**config.mk**
```make
export PLATFORM = sky130hd
export DESIGN_NAME = fetch_stage
export DESIGN_NICKNAME = d
export VERILOG_FILES = /design/src/rtl/fetch_pkg.sv /design/src/rtl/fetch_stage_if_id.sv /design/src/rtl/fetch_stage.sv
export SDC_FILE = /design/constraint.sdc
export NUM_CORES = 1
export LEC_CHECK = 0
export BUFFER_PORTS_ARGS = -buffer_cell sky130_fd_sc_hd__buf_2
export CAP_MARGIN = 10
export CORE_MARGIN = 2
export CORE_UTILIZATION = 45
export CTS_CLUSTER_SIZE = 30
export DETAILED_ROUTE_END_ITERATION = 7
export PLACE_DENSITY = 0.76
export SLEW_MARGIN = 20
export SYNTH_ARGS = -nofsm -noshare
export SYNTH_HDL_FRONTEND = slang
export SYNTH_HIERARCHICAL = 1
export SYNTH_SLANG_ARGS = --single-unit
```
**constraint.sdc**
```tcl
create_clock -name clk -period 3.9 [get_ports clk]
set_input_delay 0.39 -clock clk [delete_from_list [all_inputs] [get_ports clk]]
set_output_delay 0.39 -clock clk [all_outputs]
set_load 0.01 [all_outputs]
```
**src/rtl/fetch_pkg.sv**
```systemverilog
// Shared core definitions for the instruction-fetch stage: NOP word, default
// reset PC, fetch FSM encoding, PC increment and the IF/ID payload struct.
package fetch_pkg;

  localparam logic [31:0] NOP_INST         = 32'h0000_0000;
  localparam logic [31:0] DEFAULT_RESET_PC = 32'h0000_0000;
  localparam logic [31:0] PC_INC           = 32'd4;

  typedef enum logic {
    ST_RUN  = 1'b0,
    ST_PEND = 1'b1
  } fetch_state_e;

  typedef struct packed {
    logic [31:0] inst;
    logic [31:0] pc;
    logic [31:0] pc4;
  } ifid_t;

endpackage

```
**src/rtl/fetch_stage_if_id.sv**
```systemverilog
// IF/ID pipeline register: load a fetched word, flush to a NOP bubble
// (pc/pc4 hold), or hold everything when neither control is raised.
module if_id_reg
  import fetch_pkg::*;
(
  input  logic  clk,
  input  logic  rst_n,
  input  logic  load,
  input  logic  flush,
  input  ifid_t din,
  output ifid_t dout,
  output logic  valid
);

  ifid_t data_q, data_d;
  logic  valid_q, valid_d;

  // next IF/ID contents; load wins over flush
  always_comb begin
    data_d  = data_q;
    valid_d = valid_q;
    if (load) begin
      data_d  = din;
      valid_d = 1'b1;
    end else if (flush) begin
      data_d.inst = NOP_INST;
      valid_d     = 1'b0;
    end
  end

  // IF/ID storage
  always_ff @(posedge clk or negedge rst_n) begin
    if (!rst_n) begin
      data_q  <= '0;
      valid_q <= 1'b0;
    end else begin
      data_q  <= data_d;
      valid_q <= valid_d;
    end
  end

  assign dout  = data_q;
  assign valid = valid_q;

endmodule

```
**src/rtl/fetch_stage.sv**
```systemverilog
// Instruction-fetch stage: PC, fetch request, redirect/stall handling and the
// IF/ID register. Optional branch delay slot under FETCH_DELAY_SLOT_EN.
module fetch_stage
  import fetch_pkg::*;
#(
  parameter logic [31:0] RESET_PC = DEFAULT_RESET_PC
) (
  input  logic        clk,
  input  logic        rst_n,
  output logic [31:0] imem_addr,
  output logic        imem_req,
  input  logic [31:0] imem_rdata,
  input  logic        imem_ready,
  input  logic        stall,
  input  logic        redirect,
  input  logic [31:0] redirect_pc,
  output logic [31:0] id_inst,
  output logic [31:0] id_pc,
  output logic [31:0] id_pc4,
  output logic        id_valid
);

  logic [31:0] pc_q, pc_d;
  logic        req_q, req_d;
  logic        accept, ld, fl;
  logic [31:0] tgt_in;
  ifid_t       fetched, ifid;

  assign tgt_in  = {redirect_pc[31:2], 2'b00};
  assign accept  = req_q & imem_ready & ~stall;
  assign req_d   = 1'b1;
  assign fetched = {imem_rdata, pc_q, pc_q + PC_INC};

`ifdef FETCH_DELAY_SLOT_EN
  fetch_state_e state_q, state_d;
  logic [31:0]  tgt_q, tgt_d;

  // delay-slot control: the word at PC is always delivered before the jump
  always_comb begin
    pc_d    = pc_q;
    state_d = state_q;
    tgt_d   = tgt_q;
    ld      = 1'b0;
    fl      = 1'b0;
    if (state_q == ST_PEND) begin
      // waiting for the delay slot; further redirects are ignored
      if (accept) begin
        ld      = 1'b1;
        pc_d    = tgt_q;
        state_d = ST_RUN;
      end else if (!stall) begin
        fl = 1'b1;
      end
    end else if (redirect) begin
      if (accept) begin
        ld   = 1'b1;
        pc_d = tgt_in;
      end else begin
        tgt_d   = tgt_in;
        state_d = ST_PEND;
        fl      = ~stall;
      end
    end else if (accept) begin
      ld   = 1'b1;
      pc_d = pc_q + PC_INC;
    end else if (!stall) begin
      fl = 1'b1;
    end
  end

  // FSM state and latched redirect target
  always_ff @(posedge clk or negedge rst_n) begin
    if (!rst_n) begin
      state_q <= ST_RUN;
      tgt_q   <= '0;
    end else begin
      state_q <= state_d;
      tgt_q   <= tgt_d;
    end
  end
`else
  // flush control: redirect beats stall and memory readiness
  always_comb begin
    pc_d = pc_q;
    ld   = 1'b0;
    fl   = 1'b0;
    if (redirect) begin
      pc_d = tgt_in;
      fl   = 1'b1;
    end else if (accept) begin
      ld   = 1'b1;
      pc_d = pc_q + PC_INC;
    end else if (!stall) begin
      fl = 1'b1;
    end
  end
`endif

  // program counter and fetch request
  always_ff @(posedge clk or negedge rst_n) begin
    if (!rst_n) begin
      pc_q  <= RESET_PC;
      req_q <= 1'b0;
    end else begin
      pc_q  <= pc_d;
      req_q <= req_d;
    end
  end

  if_id_reg u_if_id (
    .clk   (clk),
    .rst_n (rst_n),
    .load  (ld),
    .flush (fl),
    .din   (fetched),
    .dout  (ifid),
    .valid (id_valid)
  );

  assign imem_addr = pc_q;
  assign imem_req  = req_q;
  assign id_inst   = ifid.inst;
  assign id_pc     = ifid.pc;
  assign id_pc4    = ifid.pc4;

endmodule

```
# After elaboration in Yosys (flattened, before gate mapping)
# Cells that the tools add are included.
# Widths: inputs -> output; s select.
# word_totals
register_bits	130
inputBits	69
out_inout_bits	130
word_cells	23
# op_classes
n_addsub	1
mux	11
n_bitwise	3
n_reduce_logical	2
# ops
cell	count
$mux 32	4
$add 32x3->32 const B	1
$mux 1	7
$reduce_bool 2->1	2
$and 1x1->1	2
$not 1->1	1

# Logic depth before layout (Yosys ltp)
# Gate-level depths: netlist (run 1).
# logic_depth
depth_word	6
depth_mapped	8
ltp_nobuf	6

# By module
# The synthesis (run 1) kept the hierarchy.
# modules_own_cells
mod	n_inst	cells_each	area_each_um2	seq_area_each_um2
if_id_reg	1	210	3597.2	2427.3
fetch_stage	1	320	2556.2	775.7

# Worst setup path after synthesis (run 1)
# OpenSTA, ideal clock, no wires.
# synth_timing
path_type	reg-to-reg
start	register pc_q[2], in the netlist imem_addr[2]
end	register u_if_id.data_q (netlist bit u_if_id/dout[26])
setup_ps	125
arrival_ps	2038
required_time_ps	3775
slack_ps	1738
path_stages_with_launch	7
path_buffers	0
synth_period_minus_slack_ps	2162
path_cell_list	dfrtp_1 > ha_1 > and4_1 > nand4_1 > or4_1 > xnor2_1 > mux2_2
# synth_lines
element	line	rtl
start, declared	fetch_stage.sv:23	logic [31:0] pc_q, pc_d;
start signal, assigned	fetch_stage.sv:105	pc_q <= pc_d;
end signal, assigned	fetch_stage_if_id.sv:37	data_q <= data_d;
end, declared	fetch_stage_if_id.sv:15	ifid_t data_q, data_d;

==> results of run 1 <==
cells by family after synthesis:
group,Yosys count
AOI/OAI and AO/OA,81
other,2
and+or+nand+nor,141
xor gates and xnor gates,40
muxes,65
adders and majority gates,1
DFF,128
buffers and inverters,72
cell usage after synthesis, drive strengths merged, types with 12 or more instances:
| cell | number | area [um^2] |
|---|---|---|
| dfrtp | 128 | 3200 |
| o21ai | 15 | 75.1 |
| a31oi | 15 | 93.8 |
| nand3 | 19 | 95.1 |
| a22o | 32 | 280 |
| mux2 | 64 | 721 |
| nor2 | 29 | 116 |
| xnor2 | 28 | 245 |
| or4 | 12 | 90.1 |
| nand2 | 31 | 116 |
| xor2 | 12 | 105 |
| nand4 | 16 | 115 |
| buf | 52 | 415 |
| clkbuf | 14 | 52.6 |
metrics by stage:
stage               cell area (um^2)  std cells  hold slack, ns  power (mW)  utilization
CTS                             7580        878           0.133        4.03        0.570
global placement                6990        846           0.470        2.43        0.526
floorplan                       6170        535          0.0944        2.14            -
finish                          7580        878          0.0878        3.99        0.570
detailed placement              6990        846           0.466        2.46        0.526
global route                    7580        878           0.158        4.20        0.570
placed cells by master, fill, tap and decap left out, types with 2 or more instances in the layout:
| cell | Yosys | routed |
|---|---|---|
| sky130_fd_sc_hd__clkinvlp_4 | 0 | 4 |
| sky130_fd_sc_hd__clkbuf_16 | 0 | 17 |
| sky130_fd_sc_hd__clkbuf_8 | 0 | 3 |
| sky130_fd_sc_hd__bufinv_16 | 0 | 2 |
| sky130_fd_sc_hd__and3_1 | 3 | 3 |
| sky130_fd_sc_hd__and4_1 | 5 | 5 |
| sky130_fd_sc_hd__nand3b_1 | 2 | 2 |
| sky130_fd_sc_hd__nor2_1 | 28 | 27 |
| sky130_fd_sc_hd__buf_4 | 35 | 5 |
| sky130_fd_sc_hd__a21o_1 | 2 | 2 |
| sky130_fd_sc_hd__dfrtp_1 | 128 | 128 |
| sky130_fd_sc_hd__clkbuf_1 | 14 | 2 |
| sky130_fd_sc_hd__nor2_4 | 1 | 2 |
| sky130_fd_sc_hd__xnor2_1 | 28 | 28 |
| sky130_fd_sc_hd__buf_2 | 5 | 193 |
| sky130_fd_sc_hd__nand3_1 | 19 | 19 |
| sky130_fd_sc_hd__buf_12 | 0 | 2 |
| sky130_fd_sc_hd__nand2_1 | 31 | 31 |
| sky130_fd_sc_hd__conb_1 | 2 | 7 |
| sky130_fd_sc_hd__a22o_1 | 32 | 32 |
| sky130_fd_sc_hd__nand4b_1 | 2 | 2 |
| sky130_fd_sc_hd__inv_1 | 6 | 6 |
| sky130_fd_sc_hd__mux2_2 | 64 | 64 |
| sky130_fd_sc_hd__o31ai_1 | 10 | 10 |
| sky130_fd_sc_hd__o21ai_0 | 15 | 15 |
| sky130_fd_sc_hd__nor4_1 | 7 | 6 |
| sky130_fd_sc_hd__a31oi_1 | 15 | 15 |
| sky130_fd_sc_hd__nand4_1 | 15 | 15 |
| sky130_fd_sc_hd__o41ai_1 | 3 | 3 |
| sky130_fd_sc_hd__clkinv_2 | 0 | 4 |
| sky130_fd_sc_hd__or4_1 | 12 | 12 |
| sky130_fd_sc_hd__nor3_1 | 10 | 10 |
| sky130_fd_sc_hd__xor2_1 | 12 | 12 |
cell type report:
| cell class | count | area [um^2] |
|---|---|---|
| Tap cell | 176 | 220 |
| Timing Repair Buffer | 201 | 1050 |
| Clock buffer | 22 | 474 |
| Fill cell | 1105 | 5720 |
| Clock inverter | 10 | 110 |
| Sequential cell | 128 | 3200 |
| Inverter | 6 | 22.5 |
| Multi-Input combinational cell | 335 | 2490 |
routing by layer:
| layer | vias up | GRT usage | part of all wire |
|---|---|---|---|
| li1 | 2216 | - | - |
| met1 | 2312 | 0.290 | 0.43 |
| met2 | 223 | 0.331 | 0.47 |
| met3 | 26 | 0.0592 | 0.076 |
| met4 | 0 | 0.0908 | 0.019 |
| met5 | - | 0 | 0 |
sequential cells by signal, summed over array words and instances (netlist names):
name and flops:
u_if_id/dout 96, imem_addr 30, u_if_id/valid 1, imem_req 1
worst max-delay path, cell delays in order (launching register included):
cell and delay [ns]:
sky130_fd_sc_hd__dfrtp_1 0.53, sky130_fd_sc_hd__ha_1 0.34, sky130_fd_sc_hd__and4_1 0.33, sky130_fd_sc_hd__nand4_1 0.36, sky130_fd_sc_hd__or4_1 0.62, sky130_fd_sc_hd__xnor2_1 0.14, sky130_fd_sc_hd__mux2_2 0.26
how the worst min path moves through the flow:
stage,start,to
after floorplan,rst_n,imem_addr[10]
after global placement,u_if_id/valid,u_if_id/valid
after detailed placement,u_if_id/valid,u_if_id/valid
after CTS,rst_n,u_if_id/dout[44]
after global routing,rst_n,u_if_id/dout[44]
final,rst_n,u_if_id/dout[41]
power groups by stage:
stage                     Sequential [mW]  Combinational, mW  Clock [mW]
final                                1.71              0.725        1.55
after global routing                 1.74              0.789        1.67
after CTS                            1.71              0.735        1.58
after detailed placement             1.73              0.731           0
after global placement               1.71              0.715           0
after floorplan                      1.78              0.364           0
==> flow_summary_export.csv, run 1 <==
group,metric,value,unit
sta,achievable-frequency,370,MHz
logic_synthesis,synth_simple_gate_area_share,0.124,
setup_path,timing.reg2reg.setup_slack,1.20,ns
setup_path,worst_ep_required_time,4.20,ns
logic_synthesis,xor_and_xnor_area_share_after_synthesis,0.0569,
clock_network,post_cts_resized,0,
clock_network,post_cts.repair.setup_buffers,0,
logic_synthesis,synth_mux_area_frac,0.119,
logic_synthesis,total_number_of_yosys_warnings,6,
global_route,first_pass_grt_wire_length,24.3,mm
logic_synthesis,yosysUniqueCellTypes,41,
clock_network,cts_htree_levels,4,
placed_design,gp_routability_congestion,0.860,
clock_network,ctsLongestPathBuffers,2,
logic_synthesis,synth.yosys.seq_area_share,0.521,
layout,synthToLayoutAreaGrowth,23.1,%
route,drt_first_iter_violations,342,
logic_synthesis,synthesized_cell_area,6150,um^2
route,detail_route.wirelength,15.2,mm
power,power-per-cell-area,526,nW/um^2
logic_synthesis,synthAdderAreaFrac,0.00203,
global_route,vias_in_the_first_global_route,4705,
power,comb_power_share,0.182,
sta,sum_of_negative_setup_slack,0,ns
clock_network,cts_tree,"done",
logic_synthesis,syn_inst,530,
setup_path,end_kind,"flop",
clock_network,clockRootBuffer,"sky130_fd_sc_hd__clkbuf_16",
route,route.vias.total,4777,
setup_path,critPathKind,"flop to flop",
power,clock_power_share,0.390,
setup_path,rr_startpoint,"imem_addr[2]",
clock_network,clk_transition_reported_paths,0.05,ns
floorplanning,core_area,13300,um^2
sta,period_needed,2.70,ns
placed_design,portBuffers,194,
hold_path,worstHoldPathType,"primary input to asynchronous set/reset pin",
setup_path,worstReg2RegEnd,"u_if_id/dout[24]",
sta,rsz0062_at_grt,"no",
power,netSwitchingFraction,0.277,
power,power.leakage,3.52,nW
placed_design,detailedPlacementHpwl,10.8,mm
route,firstDrtPassIters,5,
layout,layout-drive-gt1-share,0.430,
sta,tightest_slew,0.923,ns
sta,timing.final.crit_share,0.693,
clock_network,number_of_buffers_inserted_during_clock_tree_synthesis,17,
global_route,antenna_violations_before_repair,1,
route,antenna_left,0,
power,p_int,2.88,mW
floorplanning,io-pin-count,199,
global_route,grt.overflow.total,0,
route,drc,0,
route,routed_via_density,5.44,
layout,layout.nets,759,
power,vdd_drop_max,0.000289,V
clock_network,hold_buffers,0,
clock_network,clock_latency,0.42,ns
power,seq_power_share,0.429,
sta,count_of_pins_over_their_slew_limit,0,
run,timing.max_cap.violations,0,
clock_network,cts_sinks,128,
global_route,grt_start_max_net_pins,102,
logic_synthesis,synth_area_in_compound_gates,0.0968,
run_status,result_of_the_run,"finished, final reports clean",
logic_synthesis,largest_family_of_logic_cells_by_synthesized_area,"simple AND/OR/NAND/NOR gates",
floorplanning,die_h,121,um
setup_path,worst-r2r-cell-count,6,
logic_synthesis,synth-edff-count,0,
sta,hold_violations,0,
power,total_switching_power,1.10,mW
floorplanning,initial_core_util,0.463,
setup_path,worst_setup_path_endpoint,"u_if_id/dout[24]",
logic_synthesis,async_flop_share,1.00,
route,post_drt_wl_per_cell,17.3,um
placed_design,worst_setup_slack_before_clock_tree_synthesis,1.25,ns
setup_path,crit_start,"imem_addr[2]",
logic_synthesis,ys.flop_type,"sky130_fd_sc_hd__dfrtp_1",
global_route,global_route.usage.total,0.216,
setup_path,crit_path_max_fanout,8,
floorplanning,die_width,121,um
setup_path,critical_path_arrival,3.01,ns
setup_path,setup.worst_path.start_class,"flop",
logic_synthesis,syn_avg_cell_area,11.6,um^2
floorplanning,floorplan.rows,42,
floorplanning,die-area,14600,um^2
sta,final-setup-viol-count,0,
sta,maxSlewHeadroom,0.384,
logic_synthesis,synth_seq_cells,128,
layout,insertedDiodeCount,0,
sta,layout_setup_ws,1.20,ns
sta,clock-skew-final,0.0134,ns
(Power assumes the default switching activity.)
==> inputs of run 2 (changes only) <==
- PLACE_DENSITY: 0.76 -> 0.79
- clock period: 3.9 -> 2.3 ns (I/O delays scaled with it)
==> run 2 against run 1 <==
  * Core utilization increased by 2.1 points
  * Non-clock buffer count increased by 27
  * Sequential cell count unchanged
  * Combinational power increased by 85%
  * Cell count increased by 3.1%
  * Sequential power increased by 68%
==> flow_summary_export.csv, run 2 (same netlist as run 1, synthesis figures left out) <==
group,metric,value,unit
clock_network,clock_latency,0.42,ns
global_route,antenna_violations_before_repair,0,
placed_design,worst_setup_slack_before_clock_tree_synthesis,0.261,ns
setup_path,worst-r2r-cell-count,4,
layout,layout.nets,786,
layout,most-common-layout-cells,"193 x sky130_fd_sc_hd__buf_2, 128 x sky130_fd_sc_hd__dfrtp_1, 64 x sky130_fd_sc_hd__mux2_2, 32 x sky130_fd_sc_hd__a22o_1, 31 x sky130_fd_sc_hd__nand2_1",
clock_network,hold_buffers,1,
clock_network,post_cts.repair.setup_buffers,0,
clock_network,cts_htree_levels,4,
floorplanning,die-area,14600,um^2
layout,insertedDiodeCount,0,
global_route,vias_in_the_first_global_route,5028,
setup_path,crit_path_top_delay_cell,"sky130_fd_sc_hd__or4_1",
route,routed_via_density,5.50,
sta,period_needed,2.06,ns
global_route,grt_start_max_net_pins,59,
sta,achievable-frequency,484,MHz
clock_network,post_cts_resized,0,
sta,count_of_pins_over_their_slew_limit,0,
floorplanning,core_area,13300,um^2
power,vdd_drop_max,0.000506,V
setup_path,rr_startpoint,"imem_addr[10]",
route,firstDrtPassIters,4,
route,drc,0,
placed_design,portBuffers,194,
layout,largest_reg_flops,96,
sta,maxSlewHeadroom,0.657,
global_route,first_pass_grt_wire_length,25.4,mm
clock_network,cts_sinks,128,
hold_path,worstHoldPathType,"primary input to flop",
run,timing.max_cap.violations,0,
setup_path,crit_start,"imem_addr[10]",
global_route,grt.overflow.total,0,
floorplanning,die_h,121,um
setup_path,critPathKind,"flop to flop",
setup_path,worst_ep_required_time,2.63,ns
route,drt_first_iter_violations,428,
sta,rsz0062_at_grt,"no",
setup_path,setup.worst_path.start_class,"flop",
floorplanning,die_width,121,um
sta,layout_setup_ws,0.236,ns
route,detail_route.wirelength,16.0,mm
setup_path,timing.reg2reg.setup_slack,0.24,ns
setup_path,cp_cell_sequence,"nand4_4 > or4_1 > or4_1 > a31oi_1",
clock_network,clockRootBuffer,"sky130_fd_sc_hd__clkbuf_16",
run_status,result_of_the_run,"finished, final reports clean",
floorplanning,floorplan.rows,42,
route,post_drt_wl_per_cell,17.7,um
sta,clock-skew-final,0.00677,ns
layout,synthToLayoutAreaGrowth,27.7,%
route,antenna_left,0,
setup_path,end_kind,"flop",
clock_network,number_of_buffers_inserted_during_clock_tree_synthesis,17,
sta,timing.final.crit_share,0.898,
layout,layout-drive-gt1-share,0.453,
layout,layout.cells.most_common,"sky130_fd_sc_hd__buf_2",
power,power.leakage,3.70,nW
setup_path,delay_contributed_by_the_slowest_stage_of_the_critical_path,0.68,ns
global_route,global_route.usage.total,0.226,
clock_network,ctsLongestPathBuffers,2,
clock_network,clk_transition_reported_paths,0.06,ns
sta,hold_violations,0,
setup_path,worst_setup_path_endpoint,"imem_addr[26]",
placed_design,detailedPlacementHpwl,11.6,mm
setup_path,worstReg2RegEnd,"imem_addr[26]",
sta,final-setup-viol-count,0,
sta,tightest_slew,0.511,ns
clock_network,cts_tree,"done",
route,route.vias.total,4980,
setup_path,critical_path_arrival,2.40,ns
setup_path,critical_path.most_common_cell,"sky130_fd_sc_hd__or4_1",
floorplanning,initial_core_util,0.463,
floorplanning,io-pin-count,199,
sta,sum_of_negative_setup_slack,0,ns
placed_design,gp_routability_congestion,0.886,
power,power-per-cell-area,905,nW/um^2
setup_path,crit_path_max_fanout,9,
==> run 2: cell count changes in the layout (fill, tap and decap cells not counted) <==
cell and change:
sky130_fd_sc_hd__buf_12 +1, sky130_fd_sc_hd__clkinvlp_4 -2, sky130_fd_sc_hd__bufinv_16 +2, sky130_fd_sc_hd__buf_4 +25, sky130_fd_sc_hd__clkbuf_1 -2, sky130_fd_sc_hd__dlygate4sd3_1 +1
sky130_fd_sc_hd__clkbuf_8 +2
==> run 2: worst min-delay path by stage <==
| stage | start | to | slack, ns | cells after the start |
|---|---|---|---|---|
| 3_3_place_gp | rst_n | u_if_id/dout[6] | 0.19 | 1 |
| 5_1_grt | redirect_pc[9] | imem_addr[9] | 0.03 | 3 |
| 2_1_floorplan | rst_n | imem_addr[10] | -0.07 | 0 |
| 6_report | redirect_pc[4] | imem_addr[4] | 0.01 | 3 |
| 3_5_place_dp | rst_n | u_if_id/dout[7] | 0.20 | 1 |
| 4_1_cts | redirect_pc[4] | imem_addr[4] | 0.005 | 3 |
==> run 2: layout make-up <==
| cell class | instances | area, um^2 |
|---|---|---|
| clock buffers | 22 | 494 |
| clock inverters | 10 | 155 |
| fillers | 1071 | 5440 |
| inverters | 6 | 22.5 |
| multi-input cells | 335 | 2490 |
| flip-flops and latches | 128 | 3200 |
| well taps | 176 | 220 |
| repair buffers | 228 | 1270 |
==> run 2: metrics by stage <==
| stage | utilization | hold slack (ns) | instance area (um^2) | instances | power [mW] |
|---|---|---|---|---|---|
| after global routing | 0.591 | 0.0345 | 7860 | 905 | 7.45 |
| final | 0.591 | 0.0147 | 7860 | 905 | 7.11 |
| after detailed placement | 0.542 | 0.205 | 7200 | 872 | 4.25 |
| after floorplan | - | -0.0656 | 6170 | 535 | 3.63 |
| after CTS | 0.591 | 0.00530 | 7860 | 905 | 7.18 |
| after global placement | 0.542 | 0.191 | 7200 | 872 | 4.19 |
==> run 2: worst max-delay path: cells and delay by family (launching register included) <==
family	cells	cell delay (ns)
AOI/OAI and AO/OA	1	0.20
and+or+nand+nor	3	1.26
DFF	1	0.51
==> run 2: power by group <==
part	switching [mW]	internal (mW)	total [mW]
clock	0.954	1.95	2.90
sequential	0.253	2.61	2.87
combinational	0.692	0.652	1.34
total	1.90	5.21	7.11
==> run 2: routing by layer <==
layer	track usage	share of wire	vias up
li1	-	-	2262
met3	0.0583	0.077	51
met4	0.121	0.038	0
met1	0.284	0.42	2420
met5	0	0	-
met2	0.356	0.47	247
